<file path="config.mk">
export PLATFORM = sky130hd
export DESIGN_NAME = text_glyph_scan_counter
export DESIGN_NICKNAME = d
export VERILOG_FILES = /design/src/rtl/text_display_pkg.sv /design/src/rtl/text_wrap_counter.sv /design/src/rtl/text_glyph_scan_counter.sv
export SDC_FILE = /design/constraint.sdc
export NUM_CORES = 1
export LEC_CHECK = 0
export BUFFER_PORTS_ARGS = -buffer_cell sky130_fd_sc_hd__buf_2
export CORE_AREA = 3 3 40 42
export CTS_BUF_LIST = sky130_fd_sc_hd__clkbuf_2 sky130_fd_sc_hd__clkbuf_4 sky130_fd_sc_hd__clkbuf_8
export DETAILED_ROUTE_END_ITERATION = 6
export DIE_AREA = 0 0 43 45
export GPL_TIMING_DRIVEN = 1
export PLACE_DENSITY_LB_ADDON = 0.05
export SLEW_MARGIN = 5
export SYNTH_ARGS = -nofsm -noshare
export SYNTH_HDL_FRONTEND = slang
export SYNTH_SLANG_ARGS = --single-unit
</file>
<file path="constraint.sdc">
create_clock -name clk -period 1.9 [get_ports clk]
set_clock_uncertainty 0.05 [all_clocks]
set_input_delay 0.285 -clock clk [delete_from_list [all_inputs] [get_ports clk]]
set_output_delay 0.285 -clock clk [all_outputs]
set_load 0.02 [all_outputs]
</file>
<file path="src/rtl/text_display_pkg.sv">
// Shared definitions for the text display path: scanner state encoding,
// default font cell geometry and a constant-function clog2.
package text_display_pkg;

  typedef enum logic [1:0] {
    ST_IDLE = 2'd0,
    ST_SCAN = 2'd1,
    ST_DONE = 2'd2
  } scan_state_e;

  localparam int DEFAULT_GLYPH_W = 8;
  localparam int DEFAULT_GLYPH_H = 16;

  // Ceiling log2 for elaboration-time widths; returns 0 for values <= 1.
  function automatic int clog2(input int value);
    int result;
    result = 0;
    for (int i = 0; i < 31; i++) begin
      if ((1 << i) < value) result = i + 1;
    end
    return result;
  endfunction

endpackage

</file>
<file path="src/rtl/text_wrap_counter.sv">
// Modulo-(MAX+1) up-counter. wrap flags an increment taken at MAX, which
// lets counters be chained by feeding one stage's wrap into the next inc.
module text_wrap_counter #(
  parameter int WIDTH = 4,
  parameter int MAX   = 15
) (
  input  logic             clk,
  input  logic             rst,
  input  logic             inc,
  input  logic             clear,
  output logic [WIDTH-1:0] count,
  output logic             wrap
);

  localparam logic [WIDTH-1:0] MAX_V = WIDTH'(MAX);

  assign wrap = inc && (count == MAX_V);

  // Count register: reset and clear win over increment; wrap returns to 0.
  always_ff @(posedge clk) begin
    if (!rst) begin
      count <= '0;
    end else if (clear) begin
      count <= '0;
    end else if (inc) begin
      count <= wrap ? '0 : count + 1'b1;
    end
  end

endmodule

</file>
<file path="src/rtl/text_glyph_scan_counter.sv">
// Glyph cell scanner: on start, walks every (optionally magnified) pixel of
// one character cell, presenting font and screen coordinates under a
// valid/ready handshake, then pulses done for one cycle.
//
// state   | meaning
// --------+------------------------------------------------------
// IDLE    | waiting for start; all outputs 0
// SCAN    | presenting pixels; counters advance per accepted pixel
// DONE    | one-cycle completion pulse, start ignored
module text_glyph_scan_counter
  import text_display_pkg::*;
#(
  parameter int GLYPH_W = DEFAULT_GLYPH_W,
  parameter int GLYPH_H = DEFAULT_GLYPH_H,
  parameter int SCALE   = 1,
  parameter int XW      = $clog2(GLYPH_W),
  parameter int YW      = $clog2(GLYPH_H),
  parameter int OXW     = $clog2(GLYPH_W * SCALE),
  parameter int OYW     = $clog2(GLYPH_H * SCALE)
) (
  input  logic           clk,
  input  logic           rst,
  input  logic           start,
  input  logic           pix_ready,
  output logic           busy,
  output logic           pix_valid,
  output logic [XW-1:0]  c_x,
  output logic [YW-1:0]  c_y,
  output logic [OXW-1:0] o_x,
  output logic [OYW-1:0] o_y,
  output logic           last,
  output logic           done
);

  // Sub-pixel counters need at least one bit even when replication is off.
  localparam int SW = (SCALE > 1) ? clog2(SCALE) : 1;

  localparam logic [SW-1:0] SX_MAX = SW'(SCALE - 1);
  localparam logic [XW-1:0] CX_MAX = XW'(GLYPH_W - 1);
  localparam logic [YW-1:0] CY_MAX = YW'(GLYPH_H - 1);

  scan_state_e state;
  scan_state_e state_next;

  logic          xfer;
  logic          cnt_clear;
  logic [SW-1:0] sx_q;
  logic [SW-1:0] sy_q;
  logic [XW-1:0] cx_q;
  logic [YW-1:0] cy_q;
  logic          sx_wrap;
  logic          cx_wrap;
  logic          sy_wrap;
  logic          cy_wrap;

  assign pix_valid = (state == ST_SCAN);
  assign done      = (state == ST_DONE);
  assign busy      = (state != ST_IDLE);

  assign xfer      = pix_valid && pix_ready;
  // Counters already wrap to 0 on the final transfer; clearing outside SCAN
  // additionally guarantees a clean origin for every new scan.
  assign cnt_clear = !pix_valid;

  // Replication counters exist only when the cell is magnified.
  generate
    if (SCALE > 1) begin : g_scale
      text_wrap_counter #(.WIDTH(SW), .MAX(SCALE - 1)) u_sx (
        .clk   (clk),
        .rst   (rst),
        .inc   (xfer),
        .clear (cnt_clear),
        .count (sx_q),
        .wrap  (sx_wrap)
      );

      text_wrap_counter #(.WIDTH(SW), .MAX(SCALE - 1)) u_sy (
        .clk   (clk),
        .rst   (rst),
        .inc   (cx_wrap),
        .clear (cnt_clear),
        .count (sy_q),
        .wrap  (sy_wrap)
      );
    end else begin : g_noscale
      assign sx_q    = '0;
      assign sy_q    = '0;
      assign sx_wrap = xfer;
      assign sy_wrap = cx_wrap;
    end
  endgenerate

  text_wrap_counter #(.WIDTH(XW), .MAX(GLYPH_W - 1)) u_cx (
    .clk   (clk),
    .rst   (rst),
    .inc   (sx_wrap),
    .clear (cnt_clear),
    .count (cx_q),
    .wrap  (cx_wrap)
  );

  text_wrap_counter #(.WIDTH(YW), .MAX(GLYPH_H - 1)) u_cy (
    .clk   (clk),
    .rst   (rst),
    .inc   (sy_wrap),
    .clear (cnt_clear),
    .count (cy_q),
    .wrap  (cy_wrap)
  );

  assign last = pix_valid && (sx_q == SX_MAX) && (cx_q == CX_MAX)
                && (sy_q == SX_MAX) && (cy_q == CY_MAX);

  assign c_x = pix_valid ? cx_q : '0;
  assign c_y = pix_valid ? cy_q : '0;
  assign o_x = pix_valid ? (OXW'(cx_q) * OXW'(SCALE) + OXW'(sx_q)) : '0;
  assign o_y = pix_valid ? (OYW'(cy_q) * OYW'(SCALE) + OYW'(sy_q)) : '0;

  // State register.
  always_ff @(posedge clk) begin
    if (!rst) begin
      state <= ST_IDLE;
    end else begin
      state <= state_next;
    end
  end

  // Next state; the outermost counter wrapping marks the final accepted pixel.
  always_comb begin
    state_next = state;
    case (state)
      ST_IDLE: if (start) state_next = ST_SCAN;
      ST_SCAN: if (cy_wrap) state_next = ST_DONE;
      ST_DONE: state_next = ST_IDLE;
      default: state_next = ST_IDLE;
    endcase
  end

endmodule

</file>
**Word-level counts from Yosys, hierarchy flattened**

Index checks and enable logic that the tools add are counted.
Widths: inputs -> output; s select.

- Input bits: 4
- Output and inout bits: 18
- Flip-flop bits (word level): 9
- Word-level logic and storage cells: 27

- Mux-type cells: 7
- $add $sub $neg: 2
- Equality and inequality tests: 6
- Reduce and logical (&&, ||, !) cells: 9

Operator list:

| kind | count |
|---|---|
| $mux 4 | 2 |
| $mux 3 | 2 |
| $logic_and 1x1->1 | 5 |
| $add 4x1->4 const B | 1 |
| $eq 4x4->1 const B | 1 |
| $mux 2 | 2 |
| $pmux 2 s2 | 1 |
| $reduce_and 2->1 | 2 |
| $add 3x1->3 const B | 1 |
| $eq 3x3->1 const B | 1 |
| $eq 2x1->1 const B | 1 |
| $eq 2x2->1 const B | 1 |
| $logic_not 2->1 | 1 |
| $ne 2x1->1 const B | 1 |
| $ne 2x2->1 const B | 1 |
| $reduce_bool 2->1 | 1 |

**Longest topological paths before layout**

Gate-level depths: netlist of run 1.

- Depth in word-level cells: 6
- Mapped depth: 5
- Depth with buffers taken out: 5

**Modules after synthesis**

From an unflattened synthesis of run 1, not the netlist that was laid out.

- Cells, all modules: 69
- Area total of the unflattened synthesis: 581.8 µm²

Modules (own cells, without submodules):

| module | area each (µm²) | seq. area each (µm²) | instances | cells an instance |
|---|---|---|---|---|
| text_glyph_scan_counter | 236.5 | 40.0 | 1 | 31 |
| text_wrap_counter (u_cy) | 191.4 | 80.1 | 1 | 23 |
| text_wrap_counter (u_cx) | 153.9 | 60.1 | 1 | 15 |

**Least setup slack after synthesis of run 1**

No wires, ideal clock.

- Path kind: register to output
- Start: reg state[0]
- End: out o_x[0]
- Data arrival time: 1411 ps
- Required time: 1565 ps
- Buffers on the path: 2
- Stages on the path, launching flop included: 5
- Slack: 154 ps
- Cells stage by stage: dfxtp_1 and2b_4 clkbuf_1 and2_1 buf_4

- Word-level cells in the longest chain between the ends: 2

Ends and longest elaborated chain:

| element | RTL line | source |
|---|---|---|
| from (decl) | text_glyph_scan_counter.sv:42 | `scan_state_e state;` |
| from (signal assigned) | text_glyph_scan_counter.sv:124 | `state <= state_next;` |
| $eq 2x1->1 | text_glyph_scan_counter.sv:56 | `assign pix_valid = (state == ST_SCAN);` |
| net pix_valid | text_glyph_scan_counter.sv:26 | `output logic pix_valid,` |
| $mux 3 | -- |  |
| to (decl) | text_glyph_scan_counter.sv:29 | `output logic [OXW-1:0] o_x,` |

The timed path passes the listed nets, and every way through them passes these cells.

**Final worst setup path of run 1**

- Start: reg u_cx.count[0]
- End: out last

- Word-level cells in the longest chain between the ends: 3

Ends and longest elaborated chain:

| element | RTL line | source |
|---|---|---|
| from (decl) | text_wrap_counter.sv:11 | `output logic [WIDTH-1:0] count,` |
| from (signal assigned) | text_wrap_counter.sv:26 | `count <= wrap ? '0 : count + 1'b1;` |
| $eq 3x3->1 | text_glyph_scan_counter.sv:111 | `assign last = pix_valid && (sx_q == SX_MAX) && (cx_q == CX_MAX)` |
| $logic_and 1x1->1 | text_glyph_scan_counter.sv:111 |  |
| $logic_and 1x1->1 | text_glyph_scan_counter.sv:112 | `&& (sy_q == SX_MAX) && (cy_q == CY_MAX);` |
| to (decl) | text_glyph_scan_counter.sv:31 | `output logic last,` |

No other way between the ends.

==> results of run 1 <==
synthesized netlist by cell type:
cell      n  share of area, %
a211oi_2  1               2.3
a21oi_1   4               3.6
a311o_1   1               1.8
and2_1    7               7.9
and2b_1   1               1.4
and2b_4   1               1.8
and3_1    3               3.4
and4_1    1               1.6
buf_4     7               9.5
buf_6     1               2.0
clkbuf_1  1              0.68
dfxtp_1   9                33
ha_1      3               6.8
mux2i_1   1               1.8
nand2_1   2               1.4
nand2b_1  2               2.3
nand3_1   3               2.7
nand3b_1  1               1.4
nand4b_4  1               4.3
nor2_1    4               2.7
nor2b_1   1               1.1
nor3_1    1              0.90
nor4b_1   1               1.6
o21ai_0   1              0.90
or2_2     1               1.1
or3_1     1               1.1
xor2_1    1               1.6
worst paths after layout:
check	start	to	slack, ns	depth (start not counted)
worst min-delay path	rst	state[1]	0.23	2
worst max-delay path	u_cx.count[0]	last	0.09	5
worst max register to register	u_cx.count[0]	u_cy.count[3]	0.36	5
worst min register to register	state[1]	state[0]	0.44	1
metal layers:
layer | track usage, % | vias to the layer above
met5 | 0 | -
met4 | 9.04 | 0
met3 | 3.59 | 4
met2 | 17.4 | 20
met1 | 14.5 | 204
li1 | - | 240
cell type report:
| class | count | area [um^2] | share of cell area, % |
|---|---|---|---|
| sequential | 9 | 183 | 27.8 |
| multi-input combinational | 43 | 322 | 48.9 |
| timing repair buffer | 21 | 105 | 16.0 |
| clock buffer | 4 | 30.0 | 4.56 |
| tap | 15 | 18.8 | 2.85 |
power groups by stage:
stage	registers [mW]	clock network, mW	logic (mW)
after CTS	0.194	0.171	0.0313
after global placement	0.198	0	0.0311
final	0.194	0.163	0.0309
after floorplan	0.197	0	0.0241
after detailed placement	0.198	0	0.0311
after global routing	0.194	0.182	0.0343
worst max-delay path, stage by stage (launching register included):
cell     delay (ns)
dfxtp_2        0.33
ha_2           0.19
ha_4           0.18
and3_1         0.18
and3_1         0.18
buf_2          0.15
per-stage QoR:
step	total power, mW	hold WS [ns]	area [um^2]	utilization [%]
3_5_place_dp	0.229	0.433	611	47.5
4_1_cts	0.396	0.220	643	50.0
2_1_floorplan	0.222	0.381	554	-
3_3_place_gp	0.229	0.433	611	47.5
6_report	0.388	0.229	658	51.2
5_1_grt	0.411	0.226	658	51.2
what timing repair did:
| item | in CTS | in global routing |
|---|---|---|
| resized for setup | 1 | 4 |
| setup endpoints to repair | 1 | 1 |
| setup buffers | 0 | 0 |
cell families (layout without fill, tap and decap cells):
kind of cell	Yosys count	after routing	synth area share, %
flops	9	9	32.5
xor+xnor	1	1	1.58
compound gates	7	7	8.58
fa+ha+maj	3	3	6.77
simple gates	31	31	36.6
buf+inv	9	25	12.2
mux	1	1	1.81
sequential cells by signal, indices dropped and copies added, names as in the netlist:
register	flops
u_cy.count	4
u_cx.count	3
state	2
==> impl_results.md, run 1 <==
* Number of max-cap violations at 0
* Deepest level of the CTS H-tree at 1
* Clock Sinks at 9
* Distinct cells, synth at 27
* Proportion of layout cells with a drive suffix above 1 at 42.9%
* Critical Path RT at 1.56 ns
* Total length of routed met2 wires at about 400 um
* 1st-iter DRT viols at 4
* Final critical-path required period at 1.81 ns
* Net Sw Frac at between 20% and 30%
* Drt pass-1 iters at 2
* Met3 WL post-DR at 102 um
* DRC Markers at 0
* Achievable clock frequency at 552 MHz
* Placement Rows at 13
* Pint at 0.298 mW
* Synthesized area at 554 um^2
* CORE AREA at 1280 um^2
* Leading cell type in the layout, fill and taps excluded: buf_2
* Clock Power Share at between 40 and 50%
* Maximum clock path buffer count at 2
* Initial cell density of the core at 43.1%
* Slew at the pin closest to its max-slew limit at around 0.29 ns
* Result of the run: finished clean
* Sequential fraction of design power at 50.0%
* Skew-Pair Late Insertion Delay at 0.26 ns
* Post-detailed-route count of antenna-violating nets at 0
* Most frequent cells in the layout: 21 x buf_2, 7 x and2_1, 7 x dfxtp_1
* Number of endpoints failing setup at the final stage at 0
* Headroom to the max-slew limit at around four fifths
* Crit path setup slack, layout at 0.0891 ns
* Total nets after synthesis at 68
* Die width at 43 um
* Launching element type of the critical path: register
* Unrepaired setup endpoints after global routing: false
* Fraction of the cycle the final worst path needs at 95.3%
* Crit Path Category: reg2out
* Instance count after placement with tap cells included at 88
* CTS clock-pin slew for the worst setup and hold paths at 0.06 ns
* Clk Tree Root Cell: clkbuf_4
* Top Layer Used: met4
* Cell Count, Final, Fillers Out at 92
* Number of global-route vias before repair at 369
* Final hold viol count at 0
* Maximum fanout encountered on the critical timing path at 5
* Number of antenna violations at the first check in global routing at 0
* Die area at 1940 um^2
* Area added between synthesis and finish at 18.7%
* Global router's overall resource usage at between 10% and 20%
* Crit. End Element: output pin
* Final-layout setup total negative slack at 0 ns
* Sw power at approximately 0.090 mW
* Total wirelength of the detailed-routed design at 1.03 mm
* Worst slack at placement at about 0.26 ns
* DR vias/cell at 5.09
* Post-synthesis instance total at 61
* Antenna diodes at 0
* Half-perimeter wire length after detailed placement at 784 um
* TritonCTS clock tree: built
* Portion of the post-synthesis area used by sequential elements at about 33%
* Yosys reg bits at 9
* Fin. max-slew vios at 0
* Total of warnings raised by yosys at 0
* Arrival time of data at the critical path endpoint at 1.48 ns
* Quantity of I/O buffers inserted on ports at 21
* Detailed-route via count at around 470
* Number of fillers in the final layout at 136
* Class of the worst hold path: in2reg
* Number of buffers created by CTS at 3
* GPL Wtd Cong at 0.640
* Wire length of the first global-routing pass at 1.66 mm
* Total number of nets in the final design at 85
* Combinational group share of total power at 7.9%
* I/O pin total at 22
* Average instance area after synthesis at just over 9 um^2
* Power density normalized to cell area at 590 nW/um^2
* Met1 WL at 496 um
* Worst IR Drop VDD at between 0.2 and 0.3 mV
* Pleak at ~0.35 nW
* Residual overflow from global routing at 0
* Post-CTS Hold Buffers at 0
* DR WL/cell at 11.2 um
* Die outline height at between 40 and 50 um
* Maximum number of pins on one net before global-route repair at 16
(Power assumes the default switching activity.)
==> run 2, diff against run 1 <==
Clock period 1.9 ns to 2.2 ns, I/O delays scaled along.
==> impl_results.md, run 2 (synthesis results as in run 1) <==
* Quantity of I/O buffers inserted on ports at 21
* Clock Sinks at 9
* Half-perimeter wire length after detailed placement at 745 um
* Skew-Pair Late Insertion Delay at ~0.26 ns
* Crit. End Element: output pin
* Result of the run: finished clean
* Fraction of the cycle the final worst path needs at 89.8%
* Number of antenna violations at the first check in global routing at 0
* Fin. max-slew vios at 0
* CORE AREA at 1280 um^2
* Achievable clock frequency at roughly 510 MHz
* Standard cell with the maximum stage delay on the critical path: dfxtp_1
* Number of flip-flops under the largest register name at 4
* Antenna diodes at 0
* Launching element type of the critical path: register
* Final critical-path required period at 1.98 ns
* Top flop regs: u_cy.count (4), u_cx.count (3), state (2)
* Crit Path Category: reg2out
* Headroom to the max-slew limit at 81.2%
* Hold Path Cell Cnt at 2
* Post-CTS Hold Buffers at 0
* Maximum number of pins on one net before global-route repair at 16
* Area added between synthesis and finish at 15.6%
* Maximum fanout encountered on the critical timing path at 5
* Global router's overall resource usage at 11.8%
* Arrival time of data at the critical path endpoint at 1.60 ns
* Number of gates given a new drive strength after cts at 0
* Deepest level of the CTS H-tree at 1
* DRC Markers at 0
* Worst Min Path Start: rst
* Unrepaired setup endpoints after global routing: false
* I/O pin total at 22
* Critical Path RT at between 1.5 and 2 ns
* DR WL/cell at 10.7 um
* Die area at slightly below 2000 um^2
* Slew at the pin closest to its max-slew limit at approximately 0.28 ns
* Detailed-route via count at 444
* Leading cell type in the layout, fill and taps excluded: buf_2
* Class of the worst hold path: in2reg
* Final-layout setup total negative slack at 0 ns
* Total wirelength of the detailed-routed design at roughly 990 um
* Power density normalized to cell area at 519 nW/um^2
* Placement Rows at 13
* Worst r2r path cells at 5
* Total number of nets in the final design at 85
* Register ranked first by flip-flop count: u_cy.count
* Crit path largest cell delay at about 0.37 ns
* Number of buffer and inverter stages on the critical path at 1
* Critical register-to-register path endpoint: u_cy.count[3]
* Number of buffers created by CTS at 3
* Pleak at around 0.35 nW
* Number of endpoints failing setup at the final stage at 0
* Drt pass-1 iters at 4
* Clk Tree Root Cell: clkbuf_4
* Number of fillers in the final layout at between 100 and 150
* Residual overflow from global routing at 0
* Final hold viol count at 0
* Die outline height at 45 um
* Initial cell density of the core at 43.1%
* Setup Buffers After CTS at 0
* Number of global-route vias before repair at 383
* Startpoint of the worst register-to-register path: u_cx.count[0]
* Post-detailed-route count of antenna-violating nets at 0
* TritonCTS clock tree: built
* Critical path, cell by cell: ha_1 > ha_1 > and3_1 > and3_1 > buf_2
* Number of max-cap violations at 0
* Worst IR Drop VDD at ~0.28 mV
* Wire length of the first global-routing pass at about 1.7 mm
* Launch point of the critical path: u_cx.count[0]
* DR vias/cell at 4.83
* Setup slack, reg-to-reg at 0.53 ns
* End-of-flow core utilization at 49.9%
* Most frequent cells in the layout: 21 x buf_2, 9 x dfxtp_1, 7 x and2_1
* Maximum clock path buffer count at 2
* Proportion of layout cells with a drive suffix above 1 at 37.7%
* Worst path top cell family by delay: adder cells
* GPL Wtd Cong at between 0.6 and 0.7
* Min-Delay Endpoint: state[1]
* CTS clock-pin slew for the worst setup and hold paths at 0.07 ns
* 1st-iter DRT viols at 2
* Die width at between 40 and 50 um
run 2: cell counts in the layout (fill, tap and decap cells not counted):
Identical to the previous run, type by type.
run 2: worst max-delay path by stage:
stage | end | depth (start not counted)
6_report | last | 5
5_1_grt | last | 5
4_1_cts | last | 5
3_5_place_dp | last | 5
3_3_place_gp | last | 5
2_1_floorplan | o_x[0] | 4
run 2: stage by stage:
stage | area [um^2] | hold slack (ns) | power, mW | worst slack [ns] | cells
floorplan | 554 | 0.394 | 0.191 | 0.409 | 61
global placement | 611 | 0.439 | 0.198 | 0.539 | 88
CTS | 641 | 0.269 | 0.340 | 0.198 | 92
finish | 641 | 0.281 | 0.333 | 0.224 | 92
global route | 641 | 0.277 | 0.350 | 0.0495 | 92
detailed placement | 611 | 0.426 | 0.198 | 0.480 | 88
run 2: cell type report:
class	count	area, um^2	area share, %
Clock buffer	4	30.0	4.69
Multi-Input combinational cell	43	307	47.9
Sequential cell	9	180	28.1
Tap cell	15	18.8	2.93
Timing Repair Buffer	21	105	16.4
run 2: worst register-to-register path, delay by kind of cell, from the launching register on:
kind,cells,cell delay (ns)
simple gates,2,0.53
fa+ha+maj,2,0.44
compound gates,1,0.20
flops,1,0.37
run 2: routing by layer:
layer | global-route usage [%] | up-vias | wire, um
met4 | 9.04 | 0 | 13
met1 | 14.6 | 183 | 470
met5 | 0 | - | 0
met2 | 18.0 | 21 | 388
li1 | - | 238 | -
met3 | 2.39 | 2 | 113
run 2: power breakdown:
part,internal [mW],leakage (nW),switching [mW]
clock,0.0821,0.0184,0.0568
sequential,0.165,0.0728,0.00250
combinational,0.0101,0.260,0.0165
total,0.257,0.351,0.0758
==> run 3, diff against run 2 <==
Settings changed: CORE_AREA 3 3 40 42 to 2 2 39 41, DIE_AREA 0 0 43 45 to 0 0 41 43.
==> impl_results.md, run 3 (synthesis results as in run 1) <==
* Top flop regs: u_cy.count (4), u_cx.count (3), state (2)
* Die width at 41 um
* Maximum clock path buffer count at 2
* Dpl cell area at 612 um^2
* Number of gates given a new drive strength after cts at 0
* Placement Rows at 14
* Instance count after placement with tap cells included at 89
* Die area at 1760 um^2
* Proportion of layout cells with a drive suffix above 1 at 37.7%
* I/O pin total at 22
* Deepest level of the CTS H-tree at 1
* Post-route design area at 642 um^2
* Number of flip-flops under the largest register name at 4
* Detailed-route via count at between 400 and 500
* CTS clock-pin slew for the worst setup and hold paths at ~0.07 ns
* Achievable clock frequency at 507 MHz
* Setup Buffers After CTS at 0
* Unrepaired setup endpoints after global routing: false
* Initial cell density of the core at 40.1%
* Die outline height at 43 um
* TritonCTS clock tree: built
* Quantity of I/O buffers inserted on ports at 21
* Number of global-route vias before repair at about 380
* Wire length of the first global-routing pass at ~1.7 mm
* Clock Sinks at 9
* Number of antenna violations at the first check in global routing at 0
* Crit. End Element: output pin
* Number of max-cap violations at 0
* Leading cell type in the layout, fill and taps excluded: buf_2
* Number of buffers created by CTS at 3
* Fraction of the cycle the final worst path needs at roughly nine tenths
* Total wirelength of the detailed-routed design at around 990 um
* DRC Markers at 0
* Number of endpoints failing setup at the final stage at 0
* Total number of nets in the final design at 85
* Worst slack at placement at 0.514 ns
* Result of the run: finished clean
* GPL Wtd Cong at roughly 0.64
* Pleak at 0.351 nW
* Crit Path Category: reg2out
* Post-CTS Hold Buffers at 0
* Worst Min Path Start: rst
* Residual overflow from global routing at 0
* Class of the worst hold path: in2reg
* Cell Count, Final, Fillers Out at slightly above 90
* Worst IR Drop VDD at 0.210 mV
* Half-perimeter wire length after detailed placement at 749 um
* Launching element type of the critical path: register
* Arrival time of data at the critical path endpoint at 1.59 ns
* Power density normalized to cell area at between 500 and 600 nW/um^2
* Startpoint of the worst register-to-register path: u_cx.count[0]
* End-of-flow core utilization at 46.4%
* Most frequent cells in the layout: 21 x buf_2, 9 x dfxtp_1, 7 x and2_1
* Maximum fanout encountered on the critical timing path at 5
* Critical Path RT at approximately 1.8 ns
* Area added between synthesis and finish at 15.8%
* Skew-Pair Late Insertion Delay at 0.26 ns
* 1st-iter DRT viols at 1
* CORE AREA at 1380 um^2
* Maximum number of pins on one net before global-route repair at 16
* Slew at the pin closest to its max-slew limit at 0.288 ns
* Fin. max-slew vios at 0
* Final hold viol count at 0
* Final critical-path required period at 1.97 ns
* DR WL/cell at 10.6 um
* Antenna diodes at 0
* Launch point of the critical path: u_cx.count[0]
* Final-layout setup total negative slack at 0 ns
* Register ranked first by flip-flop count: u_cy.count
* Drt pass-1 iters at 3
* Crit path setup slack, layout at 0.227 ns
* Clk Tree Root Cell: clkbuf_4
* Global router's overall resource usage at 14.9%
* Headroom to the max-slew limit at 80.8%
* Post-detailed-route count of antenna-violating nets at 0
* DR vias/cell at 4.81
run 3: path summary, 6_finish.rpt:
| kind | to | slack [ns] | cells past startpoint |
|---|---|---|---|
| hold / removal | state[1] | 0.27 | 2 |
| setup / recovery | last | 0.23 | 5 |
| setup reg to reg | u_cy.count[3] | 0.52 | 5 |
| hold reg to reg | state[0] | 0.43 | 1 |
run 3: through the flow:
| step | hold WS (ns) | power (mW) |
|---|---|---|
| 6_report | 0.270 | 0.336 |
| 3_5_place_dp | 0.440 | 0.198 |
| 5_1_grt | 0.275 | 0.358 |
| 2_1_floorplan | 0.394 | 0.191 |
| 4_1_cts | 0.259 | 0.345 |
| 3_3_place_gp | 0.435 | 0.198 |
run 3: final cells by class:
class	count	area (um^2)
Timing Repair Buffer	21	105
Multi-Input combinational cell	43	307
Tap cell	16	20.0
Clock buffer	4	30.0
Sequential cell	9	180
Fill cell	138	742
run 3: critical path, cell delays in order (launching register included):
cell and delay, ns:
dfxtp_1 0.33, ha_1 0.20, ha_1 0.25, and3_1 0.21, and3_1 0.18, buf_2 0.15
run 3: where the power goes:
| group | total, mW | switching, mW | internal (mW) |
|---|---|---|---|
| Sequential | 0.167 | 0.00251 | 0.165 |
| Combinational | 0.0265 | 0.0164 | 0.0101 |
| Clock | 0.142 | 0.0602 | 0.0822 |
| Total | 0.336 | 0.0791 | 0.257 |
run 3: layer usage:
metal	part of all wire, %	routed length (um)	GRT usage [%]
met5	0	0	0
met4	1.0	10	10.0
met3	7.3	72	4.71
met2	40	398	18.4
met1	51	506	21.1
